File: src/rtl/iob_fifo_wr_ctrl_pkg.sv
// rtl/iob_fifo_wr_ctrl_pkg.sv - shared async FIFO pointer helpers
// Pointer width derivation and gray-to-binary conversion, shared by both FIFO sides.
package iob_fifo_wr_ctrl_pkg;

  localparam int PTR_MAX_W  = 32;
  localparam int DEF_ADDR_W = 4;

  // One extra pointer bit distinguishes full from empty.
  function automatic int ptr_w(input int addr_w);
    return addr_w + 1;
  endfunction

  // Operates at PTR_MAX_W; zero-extended gray values convert correctly at any
  // narrower width, so callers cast the argument up and the result back down.
  function automatic logic [PTR_MAX_W-1:0] gray2bin(input logic [PTR_MAX_W-1:0] g);
    logic [PTR_MAX_W-1:0] b;
    b[PTR_MAX_W-1] = g[PTR_MAX_W-1];
    for (int i = PTR_MAX_W - 2; i >= 0; i--) begin
      b[i] = b[i+1] ^ g[i];
    end
    return b;
  endfunction

endpackage

File: src/rtl/iob_fifo_wr_ctrl_sync.sv
// rtl/iob_fifo_wr_ctrl_sync.sv - two-stage clock-domain synchroniser
// Multi-bit input must be gray coded so at most one bit changes per transfer.
module iob_sync #(
  parameter int W = 1
) (
  input  logic         clk_i,
  input  logic         cke_i,
  input  logic         rst_i,
  input  logic [W-1:0] d_i,
  output logic [W-1:0] q_o
);

  logic [W-1:0] r_sync1;
  logic [W-1:0] r_sync2;

  always_ff @(posedge clk_i) begin
    if (rst_i) begin
      r_sync1 <= '0;
      r_sync2 <= '0;
    end else if (cke_i) begin
      r_sync1 <= d_i;
      r_sync2 <= r_sync1;
    end
  end

  assign q_o = r_sync2;

endmodule

File: src/rtl/iob_fifo_wr_ctrl.sv
// rtl/iob_fifo_wr_ctrl.sv - async FIFO write-side pointer and flag controller
// Produces write address, level, full/almost-full, counter increment and sticky overflow.
module iob_fifo_wr_ctrl
  import iob_fifo_wr_ctrl_pkg::*;
#(
  parameter  int ADDR_W             = DEF_ADDR_W,
  parameter  int ALMOST_FULL_MARGIN = 1,
  localparam int W                  = ptr_w(ADDR_W)
) (
  input  logic              clk_i,
  input  logic              cke_i,
  input  logic              rst_i,
  input  logic              w_en_i,
  input  logic [W-1:0]      w_gray_i,
  input  logic [W-1:0]      r_gray_i,
  output logic              w_inc_o,
  output logic [ADDR_W-1:0] w_addr_o,
  output logic [W-1:0]      level_o,
  output logic              full_o,
  output logic              almost_full_o,
  output logic              overflow_o
);

  localparam logic [W-1:0] AF_THRESH = W'((1 << ADDR_W) - ALMOST_FULL_MARGIN);

  logic [W-1:0] w_r_sync;
  logic [W-1:0] w_w_bin;
  logic [W-1:0] w_r_bin;
  logic [W-1:0] w_level;
  logic         w_full;
  logic         r_overflow;

  iob_sync #(
    .W(W)
  ) u_r_sync (
    .clk_i (clk_i),
    .cke_i (cke_i),
    .rst_i (rst_i),
    .d_i   (r_gray_i),
    .q_o   (w_r_sync)
  );

  assign w_w_bin = W'(gray2bin(PTR_MAX_W'(w_gray_i)));
  assign w_r_bin = W'(gray2bin(PTR_MAX_W'(w_r_sync)));

  // Unsigned modular difference handles pointer wrap without a signed compare.
  assign w_level = w_w_bin - w_r_bin;

  // Full when the write pointer is exactly one lap ahead: top two gray bits inverted.
  generate
    if (W == 2) begin : g_full_w2
      assign w_full = (w_gray_i == ~w_r_sync);
    end else begin : g_full_wn
      assign w_full = (w_gray_i == {~w_r_sync[W-1:W-2], w_r_sync[W-3:0]});
    end
  endgenerate

  always_ff @(posedge clk_i) begin
    if (rst_i) begin
      r_overflow <= 1'b0;
    end else if (cke_i && w_en_i && w_full) begin
      r_overflow <= 1'b1;
    end
  end

  // Combinational so the gray counter and the RAM act on the same edge.
  assign w_inc_o       = w_en_i & ~w_full & cke_i & ~rst_i;
  assign w_addr_o      = w_w_bin[ADDR_W-1:0];
  assign level_o       = w_level;
  assign full_o        = w_full;
  assign almost_full_o = (w_level >= AF_THRESH);
  assign overflow_o    = r_overflow;

endmodule

File: config.mk
export PLATFORM = sky130hd
export DESIGN_NAME = iob_fifo_wr_ctrl
export DESIGN_NICKNAME = d
export VERILOG_FILES = /design/src/rtl/iob_fifo_wr_ctrl_pkg.sv /design/src/rtl/iob_fifo_wr_ctrl_sync.sv /design/src/rtl/iob_fifo_wr_ctrl.sv
export SDC_FILE = /design/constraint.sdc
export NUM_CORES = 1
export LEC_CHECK = 0
export ABC_CLOCK_PERIOD_IN_PS = 2600
export BUFFER_PORTS_ARGS = -buffer_cell sky130_fd_sc_hd__buf_2
export CORE_MARGIN = 2
export CORE_UTILIZATION = 40
export DETAILED_ROUTE_END_ITERATION = 10
export PLACE_DENSITY = 0.76
export SYNTH_ARGS = -nofsm -noshare
export SYNTH_HDL_FRONTEND = slang
export SYNTH_SLANG_ARGS = --single-unit
File: constraint.sdc
create_clock -name clk_i -period 2.6 [get_ports clk_i]
set_input_delay 0.13 -clock clk_i [delete_from_list [all_inputs] [get_ports clk_i]]
set_output_delay 0.13 -clock clk_i [all_outputs]
set_load 0.05 [all_outputs]
* Word level (Yosys, flattened, before mapping)
Index checks and enable logic that the tools add are counted.
** Storage, ports and cells
- Register bits after elaboration :: 11
- Output and inout bits :: 13
- Memories kept :: 0
- RAM bits :: 0
- Bits in latches :: 0
- Bits of input ports :: 14
- Logic and storage cells :: 22
- Bits in read-only memories :: 0
** Operators by class
- Shift-type cells :: 0
- Reduce and logical (&&, ||, !) cells :: 2
- $lt $le $gt $ge :: 1
- Eq/ne operators :: 1
- Bitwise operators :: 14
- Multipliers :: 0
- Add/sub/neg operators :: 1
- Muxes and demuxes :: 0
- Div/mod/pow operators :: 0
** Operators with widths (number)
- 1-bit bitwise XOR :: 8
- 5-bit == test :: 1
- 5-bit by 4-bit >= comparator with 1-bit output, second input constant :: 1
- 5-bit subtractor :: 1
- 1-bit bitwise AND :: 3
- 1-bit logical AND :: 2
- 1-bit inverter :: 2
- 2-bit inverter :: 1

* Longest topological paths before layout
- Word-level depth :: 6
- Mapped depth :: 10
- Gate-level depth less buffers :: 10

* Hierarchy
A second synthesis with hierarchy kept.
** Second synthesis, totals
- Cells, all modules :: 75
- Area total of the unflattened synthesis :: 733.2 um^2
** Modules (own cells, without submodules)
- iob_fifo_wr_ctrl :: cells an instance 43, sequential area each 20.0 um^2, times used 1, area each 380.4 um^2
- iob_sync :: cells an instance 32, sequential area each 200.2 um^2, times used 1, area each 352.8 um^2

* Least setup slack after synthesis
No wires, ideal clock.
- Path type :: input to output
- Start :: input w_gray_i[3]
- End :: output almost_full_o
- Arrival time :: 3.807 ns
- Stages :: 9
- Buffers on the path :: 0
- Required time :: 2.470 ns
- Setup slack :: -1.337 ns
- Path through :: xor2_1 xnor2_2 xor2_2 inv_1 ha_1 nand2_1 o21ai_0 xor2_1 a41o_1
** Between the ends
- Longest elaborated chain between the ends :: 6
** RTL lines
- from (decl) :: RTL line iob_fifo_wr_ctrl.sv:14 : input logic [W-1:0] w_gray_i,
- 1-bit bitwise XOR * (3 in a row) :: RTL line iob_fifo_wr_ctrl_pkg.sv:19 : b[i] = b[i+1] ^ g[i];
- net w_addr_o[1] :: RTL line iob_fifo_wr_ctrl.sv:17 : output logic [ADDR_W-1:0] w_addr_o,
- 1-bit bitwise XOR :: RTL line iob_fifo_wr_ctrl_pkg.sv:19
- 5-bit subtractor * :: RTL line iob_fifo_wr_ctrl.sv:47 : assign w_level = w_w_bin - w_r_bin;
- net level_o[3] :: RTL line iob_fifo_wr_ctrl.sv:18 : output logic [W-1:0] level_o,
- 5-bit by 4-bit >= comparator with 1-bit output * :: RTL line iob_fifo_wr_ctrl.sv:71 : assign almost_full_o = (w_level >= AF_THRESH);
- to (decl) :: RTL line iob_fifo_wr_ctrl.sv:20 : output logic almost_full_o,
Mark *: on every way through the listed nets, which the timed path passes. The rest lies on a longest branch.

* Worst setup path after layout
- Start :: register u_r_sync.r_sync2[3], in the netlist u_r_sync.q_o[3]
- End :: output almost_full_o
** Between the ends
- Longest elaborated chain between the ends :: 6
** RTL lines
- from (decl) :: RTL line iob_fifo_wr_ctrl_sync.sv:14 : logic [W-1:0] r_sync2;
- from (signal assigned) :: RTL line iob_fifo_wr_ctrl_sync.sv:22 : r_sync2 <= r_sync1;
- 1-bit bitwise XOR * :: RTL line iob_fifo_wr_ctrl_pkg.sv:19
- 1-bit bitwise XOR (3 in a row) :: RTL line iob_fifo_wr_ctrl_pkg.sv:19
- 5-bit subtractor * :: RTL line iob_fifo_wr_ctrl.sv:47
- 5-bit by 4-bit >= comparator with 1-bit output * :: RTL line iob_fifo_wr_ctrl.sv:71
Mark *: on every way between the ends. The rest lies on a longest branch, timed or not.

==> results.yml <==
setup_path:
  startpoint_type: "flip-flop"
  cpPeakStageDelay_ps: 360
  crit_family: "XOR/XNOR gates"
  rr_endpoint: "overflow_o"
  rr_startpoint: "u_r_sync.q_o[4]"
  crit_chain: "xnor2_4, xor2_2, xor2_2, xnor2_1, ha_2, fa_2, nand2b_4, a21oi_4, xnor2_4, a41o_4, buf_6"
  critical_path.endpoint_type: "output port"
  rrSetupSlack_ps: 1010
  path_class: "flip-flop to output port"
  reg2reg_depth: 5
  cp.arrival_ps: 2690
  path_buf_inv: 1
  cp_max_fo: 2
  cp_slowest_cell: "dfxtp_4"
  critPathRequiredTime_ps: 2470
power:
  p_leak_uw: 0.0005517
  power_density_nw_per_um2: 755.0
  peakVddDrop_mv: 0.4009
synthesis:
  synth_most_common_cell: "nor2_1"
  synth_edf_count: 0
  synth.top_cells.by_count: "nor2_1, dfxtp_1, mux2i_1, xor2_1, inv_1"
  synth.yosys.seq_area_share_pct: 30.61
  yosys_register_bits: 11
  synthesis.area_um2: 719.4
  synthArstFlopShare_pct: 0
  synth_top_area_share_pct: 30.61
  syn_nets: 94
  yosysWarnings: 0
  yosysUniqueCellTypes: 20
  synth_ff_type: "dfxtp_1"
  avgSynthCellArea_um2: 9.593
  synth_largest_area_cell: "dfxtp_1"
  netlist_instances: 75
  synth_area_leaders: "dfxtp_1, mux2i_1, xor2_1, ha_1, nor2_1"
floorplanning:
  start_util_pct: 42.12
  dieWidth_um: 46.41
  core_area_um2: 1708
  ios: 27
  chipHeight_um: 46.41
  die_area_um2: 2154
  num_rows: 15
finish:
  n_antenna_cell: 0
  fin_nets: 135
  multi_input_area_um2: 600.6
  design_area_um2: 1155
  n_fill_cell: 150
  syn_to_final_growth_pct: 60.52
  drive_gt1_share_pct: 51.30
  seq_area_um2: 225.2
  utilization_pct: 67.62
hold_path:
  hold_depth: 3
  min_from: "r_gray_i[4]"
  min_to: "u_r_sync.r_sync1[4]"
  worst_hold_path_type: "input port to flip-flop"
place:
  hpwl_um: 1237
  placedInstanceArea_um2: 1040
  numPortBuffers: 26
  globalplace.congestion: 0.7320
timing:
  fin_ws_ps: -217.9
  fin_setup_tns_ps: -363.3
  fin_worst_skew_ps: 1.169
  fmax_mhz: 354.9
  fin_crit_sh_pct: 108.4
  min_period_ps: 2818
  hold_viol_final: 0
  whs_ps: 105.9
  relSlewSlack_pct: 68.87
  rsz0062_at_grt: "yes"
  slew_violations: 0
  worst_pin_slew_ps: 465.4
  finalSetupViolCount: 2
drt:
  num_vias: 632
  drt_iter0_drc: 4
  postRouteAntennaNets: 0
  post_drt_wl_per_cell_um: 10.82
  vias_per_cell: 4.514
  drt-total-wl_um: 1515
  drc: 0
  first_pass_iters: 3
global_routing:
  grtUsageTotal_pct: 16.36
  overflow: 0
  grt_max_degree: 14
  grt_pass1_vias: 621
  grt_first_pass_wirelength_um: 2428
  antenna_found_initial: 0
clock_network:
  cts_tree: "built"
  path_clk_slew_ps: 60
  htreeDepth: 1
  clock_latency_ps: 260
  clock-sinks: 11
  cts-buffers-inserted: 3
  clock_tree.root_cell: "clkbuf_4"
  clockBufferDepth: 2
run:
  maxCapViolCount: 0
status:
  violations: "setup timing"
  status: "complete, but fails checks"
[layout make-up]
type                    count  area share, %
clock buffers               4          2.275
flip-flops and latches     11          19.50
multi-input cells          56          52.00
repair buffers             38          21.24
well taps                  25          2.709
inverters                   6          2.275
[registers in the layout (all words and copies together), names as in the netlist]
| name | cells |
|---|---|
| u_r_sync.r_sync1 | 5 |
| overflow_o | 1 |
| u_r_sync.q_o | 5 |
[worst reg2reg max path, cell delays in order, from the launching register on]
cell	delay, ps
dfxtp_2	370
buf_4	130
xor2_1	390
nand3_1	170
nor3_1	290
a22o_1	180
[how the worst max path moves through the flow]
stage	from	to	cells past startpoint	slack, ps
after detailed placement	u_r_sync.q_o[4]	almost_full_o	11	-140
after global routing	u_r_sync.q_o[3]	almost_full_o	11	-350
after CTS	u_r_sync.q_o[3]	almost_full_o	11	-240
after global placement	u_r_sync.q_o[4]	almost_full_o	11	-30
after floorplan	w_gray_i[4]	almost_full_o	9	-330
final	u_r_sync.q_o[3]	almost_full_o	11	-220
[where the power goes]
part / internal, uW / total [uW] / switching, uW
logic: 223 / 582 / 358
registers: 175 / 182 / 6.12
clock network: 59.2 / 109 / 49.6
[cell families (layout without fill, tap and decap cells)]
logic type                 count (synthesis)  count (layout)  share of synthesized area, %
and+or+nand+nor                           19              19                         10.78
xor gates and xnor gates                  17              17                         25.91
DFF                                       11              11                         30.61
muxes                                     10              10                         13.91
buffers and inverters                      8              48                         4.346
adders and majority gates                  5               5                         9.740
AOI/OAI and AO/OA                          5               5                         4.695
[placed cells by master (no fill, tap or decap), drive strengths merged]
master / instances
mux2i: 10
inv: 5
a41o: 1
a21oi: 2
clkbuf: 5
nand2b: 1
o21ai: 1
xor2: 10
clkinvlp: 1
xnor2: 7
ha: 4
nor2: 13
buf: 37
a22o: 1
fa: 1
dfxtp: 11
nor3: 2
nand3: 1
nand2: 2
[timing repair]
action                                  in CTS  in global routing
setup buffers                                2                  2
hold endpoints to repair                     0                  0
pin swaps                                    5                  3
cloned                                       0                  0
endpoints found under the setup margin       4                  5
gates resized for setup                      7                  9
hold buffers                                 0                  0
[metal layers]
layer / part of all wire (%) / routed length [um] / track usage, % / up-vias
met3: 2.6 / 39 / 1.176 / 2
li1: - / - / - / 322
met1: 36 / 538 / 16.35 / 294
met2: 61 / 924 / 32.50 / 14
met4: 0.79 / 12 / 8.571 / 0
met5: 0 / 0 / 0 / -
[metrics by stage]
| stage | cells | worst slack (ps) | total power, uW |
|---|---|---|---|
| after floorplan | 75 | -334.4 | 595.3 |
| after global routing | 140 | -352.6 | 920.4 |
| after detailed placement | 132 | -138.4 | 705.5 |
| final | 140 | -217.9 | 871.9 |
| after global placement | 132 | -29.40 | 691.5 |
| after CTS | 138 | -240.4 | 851.8 |
Note: power is estimated with default switching activity, not from simulation.
